===== config.mk =====
export PLATFORM = sky130hd
export DESIGN_NAME = mp_add_seq
export DESIGN_NICKNAME = d
export VERILOG_FILES = /design/src/rtl/mp_add_pkg.sv /design/src/rtl/mp_add_slice.sv /design/src/rtl/mp_add_seq.sv
export SDC_FILE = /design/constraint.sdc
export NUM_CORES = 1
export LEC_CHECK = 0
export ABC_AREA = 1
export CORE_MARGIN = 4
export CORE_UTILIZATION = 35
export DETAILED_ROUTE_END_ITERATION = 12
export GPL_TIMING_DRIVEN = 0
export HOLD_SLACK_MARGIN = 0.15
export PLACE_DENSITY = 0.61
export SLEW_MARGIN = 20
export SYNTH_ARGS = -nofsm -noshare
export SYNTH_HDL_FRONTEND = slang
export SYNTH_SLANG_ARGS = --single-unit
export TNS_END_PERCENT = 20

===== constraint.sdc =====
create_clock -name clk -period 3.83 [get_ports clk]
set_clock_uncertainty 0.1 [all_clocks]
set_input_delay 0.766 -clock clk [delete_from_list [all_inputs] [get_ports clk]]
set_output_delay 0.766 -clock clk [all_outputs]
set_load 0.01 [all_outputs]

===== src/rtl/mp_add_pkg.sv =====
// mp_add_pkg: shared types and constants for the multi-precision add/subtract
// sequencer.
//   state_t      sequencer states (IDLE, RUN, DONE)
//   W_DEF        default slice width in bits
//   N_WORDS_DEF  default number of slices
//   idx_w()      width of the word index for a given slice count
package mp_add_pkg;

  typedef enum logic [1:0] {
    IDLE = 2'd0,
    RUN  = 2'd1,
    DONE = 2'd2
  } state_t;

  localparam int unsigned W_DEF       = 32;
  localparam int unsigned N_WORDS_DEF = 4;

  // The minimum of 1 keeps the index a real vector even in degenerate builds.
  function automatic int unsigned idx_w(input int unsigned n);
    return (n > 1) ? $clog2(n) : 1;
  endfunction

endpackage


===== src/rtl/mp_add_slice.sv =====
// mp_add_slice: purely combinational W-bit full adder shared by all words of
// a multi-precision operation.
//   x, y  in   W-bit addends
//   ci    in   carry in
//   s     out  W-bit sum
//   co    out  carry out of the slice MSB
module mp_add_slice #(
  parameter int unsigned W = 32
) (
  input  logic [W-1:0] x,
  input  logic [W-1:0] y,
  input  logic         ci,
  output logic [W-1:0] s,
  output logic         co
);

  assign {co, s} = {1'b0, x} + {1'b0, y} + {{W{1'b0}}, ci};

endmodule


===== src/rtl/mp_add_seq.sv =====
// mp_add_seq: multi-precision add/subtract over N_WORDS cycles through one
// W-bit slice adder, carry chained through a register.
//   clk, rst_n            clock, asynchronous active-low reset
//   in_valid / in_ready   operand handshake (a, b, op_sub, cin)
//   out_valid / out_ready result handshake (sum, cout, ovf)
//   busy                  high while an operation is running or held
//
// state | meaning
// IDLE  | ready for operands (in_ready=1)
// RUN   | one word per cycle through the slice adder, idx = word
// DONE  | result held with out_valid=1 until out_ready
module mp_add_seq
  import mp_add_pkg::*;
#(
  parameter int unsigned W       = W_DEF,
  parameter int unsigned N_WORDS = N_WORDS_DEF
) (
  input  logic                 clk,
  input  logic                 rst_n,
  input  logic                 in_valid,
  output logic                 in_ready,
  input  logic                 op_sub,
  input  logic [N_WORDS*W-1:0] a,
  input  logic [N_WORDS*W-1:0] b,
  input  logic                 cin,
  output logic                 out_valid,
  input  logic                 out_ready,
  output logic [N_WORDS*W-1:0] sum,
  output logic                 cout,
  output logic                 ovf,
  output logic                 busy
);

  localparam int unsigned    IW   = idx_w(N_WORDS);
  localparam logic [IW-1:0]  LAST = IW'(N_WORDS - 1);

  state_t                    state;
  logic [N_WORDS-1:0][W-1:0] a_q;
  logic [N_WORDS-1:0][W-1:0] b_q;   // already inverted for subtract
  logic [N_WORDS-1:0][W-1:0] sum_q;
  logic [IW-1:0]             idx;
  logic                      carry;

  logic [W-1:0]              slice_s;
  logic                      slice_co;

  mp_add_slice #(.W(W)) u_slice (
    .x  (a_q[idx]),
    .y  (b_q[idx]),
    .ci (carry),
    .s  (slice_s),
    .co (slice_co)
  );

  assign sum = sum_q;

  always_ff @(posedge clk or negedge rst_n) begin
    if (!rst_n) begin
      state     <= IDLE;
      a_q       <= '0;
      b_q       <= '0;
      sum_q     <= '0;
      idx       <= '0;
      carry     <= 1'b0;
      cout      <= 1'b0;
      ovf       <= 1'b0;
      in_ready  <= 1'b1;
      out_valid <= 1'b0;
      busy      <= 1'b0;
    end else begin
      case (state)
        IDLE: begin
          if (in_valid) begin
            a_q      <= a;
            b_q      <= op_sub ? ~b : b;
            carry    <= op_sub ? 1'b1 : cin;
            idx      <= '0;
            state    <= RUN;
            in_ready <= 1'b0;
            busy     <= 1'b1;
          end
        end
        RUN: begin
          sum_q[idx] <= slice_s;
          carry      <= slice_co;
          if (idx == LAST) begin
            cout <= slice_co;
            // Overflow from the operand sign bits as presented to the adder
            // (b already inverted for subtract) and the final sum sign bit.
            ovf       <= (a_q[N_WORDS-1][W-1] == b_q[N_WORDS-1][W-1]) &&
                         (slice_s[W-1] != a_q[N_WORDS-1][W-1]);
            idx       <= '0;
            state     <= DONE;
            out_valid <= 1'b1;
          end else begin
            idx <= idx + IW'(1);
          end
        end
        DONE: begin
          if (out_ready) begin
            state     <= IDLE;
            out_valid <= 1'b0;
            busy      <= 1'b0;
            in_ready  <= 1'b1;
          end
        end
        default: begin
          state     <= IDLE;
          in_ready  <= 1'b1;
          out_valid <= 1'b0;
          busy      <= 1'b0;
        end
      endcase
    end
  end

endmodule


==> results.toml, run 1 <==
[run_status]
status = "completed"

[timing]
setup_viol = 0
fin_setup_tns_ns = 0
fmaxAchievable_mhz = 269.5
period_share = 0.9688
max_slew.worst_pin.slew_ns = 0.8180
max_slew_margin = 0.4547
hold_viol_final = 0
min_period_ns = 3.711
drv_slew = 0
rsz0062_at_grt = "yes"

[placed_design]
dp_hpwl_um = 59630
io_buffers = 393
finalWeightedCongestion = 0.9266

[synthesis]
synth_edf_count = 0
synthTopCellsByArea = "dfrtp_1, nand2_1, o21ai_0"
ys_ff_latch = 394
avgSynthCellArea_sq_um = 8.088
yosys.area.top_type = "dfrtp_1"
ys_warn_count = 0
syn-num-nets = 2707
synth_area_sq_um = 19480
ys_seq_area_frac = 0.5063
synth_top_area_share = 0.5049
dominantRegCellSynth = "dfrtp_1"
synthArstFlopShare = 1.000
yosys-top-cells-count = "nand2_1, dfrtp_1, o21ai_0"
synth.most_common_cell = "nand2_1"
synth_cell_types = 43
syn_inst = 2408

[detailed_routing]
vias_per_cell = 5.109
route.detailed.drc = 0
drt-total-wl_um = 76680
dr.first_iter.drc_count = 1430
firstDrtPassIters = 5
final_antenna_net_count = 0
vias = 18560
avgRoutedWirePerCell_um = 21.11

[power_and_ir_drop]
power_density_nw_per_um2 = 1047
total_power_w = 0.02736
vdd_drop_max_uv = 434.7
p_leak_nw = 12.24

[worst_hold_path]
hold_path.startpoint = "a_q[47]$_DFFE_PN0P_"
hold-path-cell-count = 2
hold_path.class = "reg -> reg"
worst_hold_path.endpoint = "a_q[47]$_DFFE_PN0P_"

[floorplanning]
io_pins = 395
core_sq_um = 55090
fp.dieH_um = 243.9
row_count = 86
die_w_um = 243.9
die_area_sq_um = 59480
initial_core_util = 0.3535

[worst_setup_path]
required_ns = 4.17
r2r_end = "sum[81]$_DFFE_PN0P_"
cp-end-kind = "flip-flop"
arrival_ns = 4.05
start_kind = "flip-flop"
worstReg2RegStart = "idx[0]$_DFFE_PN0P_"
r2r_cells = 16
rrSetupSlack_ns = 0.12
setup.worst_path.class = "reg -> reg"
cp_max_fo = 10

[clock_network]
cts_made_buffers = 45
htree_levels = 2
insertion_delay_ns = 0.58
root_buffer = "clkbuf_16"
cts_tree = "built"
clk_pin_slew_ns = 0.06
cts_buffer_depth = 3
cts.sinks = 394

[finish]
multi_input_area_sq_um = 8920
register_area_sq_um = 9862
diodes = 0
final_nets = 3153
syn_to_final_growth_pct = 34.17
fillers = 5377
drive_above_1_share = 0.07660

[global_routing]
grt_max_degree = 99
grt_overflow = 0
grt_usage = 0.2507
grt_pass1_wl_um = 114300
antenna_found_initial = 0
grt_pass1_vias = 18960

[run]
maxCapViolCount = 0
==> cell families after synthesis <==
kind of cell	share of synthesized area
simple gates	0.2431
flops	0.5063
buf+inv	0.04279
xor+xnor	0.06501
fa+ha+maj	0.02454
compound gates	0.1183
==> power breakdown <==
group	total [W]	internal [W]	switching (W)
clock network	0.00436	0.00258	0.00178
registers	0.00731	0.00612	0.00118
logic	0.0157	0.00538	0.0103
==> worst max-delay path by stage <==
stage / to / depth (start not counted) / start
after detailed placement: sum[76]$_DFFE_PN0P_ / 15 / idx[0]$_DFFE_PN0P_
after global placement: a_q[80]$_DFFE_PN0P_ / 1 / rst_n
after global routing: sum[30]$_DFFE_PN0P_ / 15 / idx[0]$_DFFE_PN0P_
after floorplan: sum[16]$_DFFE_PN0P_ / 17 / idx[0]$_DFFE_PN0P_
after CTS: sum[86]$_DFFE_PN0P_ / 19 / idx[0]$_DFFE_PN0P_
final: sum[81]$_DFFE_PN0P_ / 16 / idx[0]$_DFFE_PN0P_
==> state kept, by name (all words and copies together) (netlist names) <==
register / count
sum: 128
busy: 1
carry: 1
state: 2
in_ready: 1
idx: 2
ovf: 1
out_valid: 1
cout: 1
b_q: 128
a_q: 128
==> final cells by class <==
cell class	count	area share
multi-input cells	1814	0.3413
clock buffers	58	0.04802
clock inverters	20	0.008283
well taps	748	0.03582
plain buffers	137	0.02447
repair buffers	399	0.1556
flip-flops and latches	394	0.3774
inverters	63	0.009050
==> layout by cell type, fill, tap and decap left out, types with 9 or more instances in the layout <==
master           instances
a21oi_1                 22
a21oi_2                 14
buf_2                   47
buf_4                    9
clkbuf_1                65
clkbuf_16               45
clkbuf_2                17
clkdlybuf4s50_1        392
clkinv_2                11
dfrtp_1                392
ha_1                    31
inv_1                   60
nand2_1                907
nand2_2                 10
nand3_1                 82
nor2_1                 181
o21ai_0                305
o22ai_1                 57
xnor2_1                134
==> layer usage <==
metal  vias to the layer above  share of wire  GRT usage
met5                         -              0          0
met2                       809           0.47     0.4113
met4                         0          0.035    0.08810
li1                       8657              -          -
met1                      8958           0.42     0.3362
met3                       137          0.073    0.04358
==> critical path, stage by stage (launching register included) <==
cell and delay [ns]:
dfrtp_2 0.44, buf_4 0.21, inv_1 0.10, clkbuf_4 0.25, buf_2 0.28, nor2_1 0.07, o22ai_1 0.31, ha_1 0.40
nand2_1 0.18, inv_1 0.06, nand2_1 0.11, inv_1 0.08, a21oi_1 0.27, nand3_1 0.21, or2_2 0.35, nand3_1 0.09
nand2_1 0.05
==> what timing repair did <==
action	4_1_cts	5_1_grt
gates resized for setup	23	50
pin swaps	0	0
hold endpoints to repair	68	0
endpoints found under the setup margin	111	83
buffers inserted	1	0
hold buffers	1	0
==> per-stage QoR <==
stage | setup WS [ns] | hold WS [ns] | cells | util | area (sq um)
4_1_cts | 0.01844 | 0.3758 | 3633 | 0.4722 | 26020
6_report | 0.1195 | 0.3754 | 3633 | 0.4743 | 26130
5_1_grt | -0.02702 | 0.3893 | 3633 | 0.4743 | 26130
3_5_place_dp | -0.5374 | 0.3598 | 3553 | 0.4440 | 24460
3_3_place_gp | -15.25 | 0.3563 | 3549 | 0.4419 | 24350
2_1_floorplan | 0.6729 | 0.3436 | 2408 | - | 19480
No activity file was read; power rests on OpenSTA's default activity.
==> run 2: changes to the inputs <==
--- a/config.mk
+++ b/config.mk
@@ -12,6 +12,7 @@
 export GPL_TIMING_DRIVEN = 0
 export HOLD_SLACK_MARGIN = 0.15
 export PLACE_DENSITY = 0.61
+export SKIP_LAST_GASP = 1
 export SLEW_MARGIN = 20
 export SYNTH_ARGS = -nofsm -noshare
 export SYNTH_HDL_FRONTEND = slang
==> results.toml, run 2 (synthesis gave the netlist of run 1 again) <==
[run_status]
status = "completed"

[finish]
utilization = 0.4740
diodes = 0
final_nets = 3153
final_cells = 3633
syn_to_final_growth_pct = 34.09
fillers = 5374
drive_above_1_share = 0.07522
final_common_cell = "nand2_1"
most-common-layout-cells = "nand2_1, dfrtp_1, clkdlybuf4s50_1"

[timing]
drv_slew = 0
hold_viol_final = 0
rsz0062_at_grt = "yes"
min_period_ns = 3.762
max_slew.worst_pin.slew_ns = 0.8276
setup_viol = 0
period_share = 0.9821
max_slew_margin = 0.4483
fmaxAchievable_mhz = 265.8
finalHoldWorstSlack_ns = 0.3771

[clock_network]
clk_pin_slew_ns = 0.06
cts_tree = "built"
root_buffer = "clkbuf_16"
insertion_delay_ns = 0.58
cts_made_buffers = 45
cts_buffer_depth = 3
cts.sinks = 394
htree_levels = 2

[floorplanning]
die_w_um = 243.9
die_area_sq_um = 59480
core_sq_um = 55090
initial_core_util = 0.3535
io_pins = 395
row_count = 86
fp.dieH_um = 243.9

[power_and_ir_drop]
power_density_nw_per_um2 = 1046
p_leak_nw = 12.24
vdd_drop_max_uv = 434.4

[worst_setup_path]
crit_path_start = "idx[0]$_DFFE_PN0P_"
cp_max_fo = 10
start_kind = "flip-flop"
crit_cells = 16
cp_slowest_cell = "dfrtp_2"
worstReg2RegStart = "idx[0]$_DFFE_PN0P_"
path_delay_family = "simple AND/OR/NAND/NOR gates"
required_ns = 4.18
r2r_cells = 16
arrival_ns = 4.11
setup.worst_path.class = "reg -> reg"
cp-endpoint = "sum[81]$_DFFE_PN0P_"
r2r_end = "sum[81]$_DFFE_PN0P_"
critPathMaxStageDelay_ns = 0.44
crit_chain = "buf_4, inv_1, clkbuf_4, buf_2, nor2_1, o22ai_1, ha_1, nand2_1, inv_1, nand2_1, inv_1, a21oi_1, nand3_1, or2_2, nand3_1, nand2_1"
rrSetupSlack_ns = 0.07
cp-end-kind = "flip-flop"
worst-path-buf-inv = 6

[worst_hold_path]
hold-path-cell-count = 2
hold_path.class = "reg -> reg"

[detailed_routing]
wl_met2_um = 35960
final_antenna_net_count = 0
dr_wl_met3_um = 5548
vias_per_cell = 5.113
drt-total-wl_um = 76530
avgRoutedWirePerCell_um = 21.06
top_layer = "met4"
route.detailed.drc = 0
firstDrtPassIters = 6
vias = 18580
dr.first_iter.drc_count = 1417
wl_met1_um = 32360

[global_routing]
antenna_found_initial = 0
grt_max_degree = 99
grt_usage = 0.2507
grt_pass1_wl_um = 114300
grt_overflow = 0
grt_pass1_vias = 18960

[placed_design]
dp_hpwl_um = 59630
dp.cells = 3553
io_buffers = 393
finalWeightedCongestion = 0.9266

[run]
maxCapViolCount = 0
run 2: cell types whose count changed in the layout (fill, tap and decap cells not counted):
| cell | before | now |
|---|---|---|
| a21oi_2 | 14 | 11 |
| clkbuf_2 | 17 | 18 |
| nand3_2 | 2 | 1 |
| a21oi_1 | 22 | 25 |
| buf_2 | 47 | 46 |
| a21boi_1 | 1 | 0 |
| a21boi_0 | 0 | 1 |
| nand3_1 | 82 | 83 |
run 2: tightest hold or removal path: cells and delay by family (launching register included):
family	cells	cell delay, ns
flip-flops	1	0.34
AND/OR/NAND/NOR	2	0.11
run 2: metal layers:
layer	track usage	vias up
met2	0.4113	806
met5	0	-
met1	0.3362	8976
met3	0.04358	137
li1	-	8657
met4	0.08810	0
run 2: what timing repair did:
action,in CTS,in global routing
resized for setup,23,44
hold endpoints to repair,68,0
cloned,0,0
buffers inserted,1,0
setup endpoints to repair,111,83
hold buffers,1,0
run 2: how the worst min path moves through the flow:
| stage | startpoint | endpoint | slack (ns) |
|---|---|---|---|
| detailed placement | a_q[64]$_DFFE_PN0P_ | a_q[64]$_DFFE_PN0P_ | 0.36 |
| global placement | a_q[85]$_DFFE_PN0P_ | a_q[85]$_DFFE_PN0P_ | 0.36 |
| CTS | in_ready$_DFFE_PN1P_ | in_ready$_DFFE_PN1P_ | 0.38 |
| global route | a_q[77]$_DFFE_PN0P_ | a_q[77]$_DFFE_PN0P_ | 0.39 |
| finish | a_q[65]$_DFFE_PN0P_ | a_q[65]$_DFFE_PN0P_ | 0.38 |
| floorplan | a_q[64]$_DFFE_PN0P_ | a_q[64]$_DFFE_PN0P_ | 0.34 |
run 2: metrics by stage:
stage / total power [W] / TNS (ns) / area, sq um / worst slack, ns
2_1_floorplan: 0.01605 / 0 / 19480 / 0.6729
3_3_place_gp: 0.02220 / -6008.73 / 24350 / -15.25
3_5_place_dp: 0.02242 / -32.16 / 24460 / -0.5374
4_1_cts: 0.02702 / 0 / 26020 / 0.01844
5_1_grt: 0.02925 / -0.2177 / 26120 / -0.03741
6_report: 0.02733 / 0 / 26120 / 0.06838
run 2: layout make-up:
cell class / count / area, sq um / share of cell area
clock inverters: 20 / 216.5 / 0.008289
clock buffers: 58 / 1255 / 0.04805
flip-flops and latches: 394 / 9862 / 0.3776
plain buffers: 137 / 639.4 / 0.02448
inverters: 63 / 236.5 / 0.009055
well taps: 748 / 935.9 / 0.03584
multi-input cells: 1814 / 8904 / 0.3409
repair buffers: 399 / 4066 / 0.1557
run 2: report_power, final:
part           switching [W]  internal (W)
combinational         0.0103       0.00536
sequential           0.00118       0.00612
clock                0.00178       0.00258
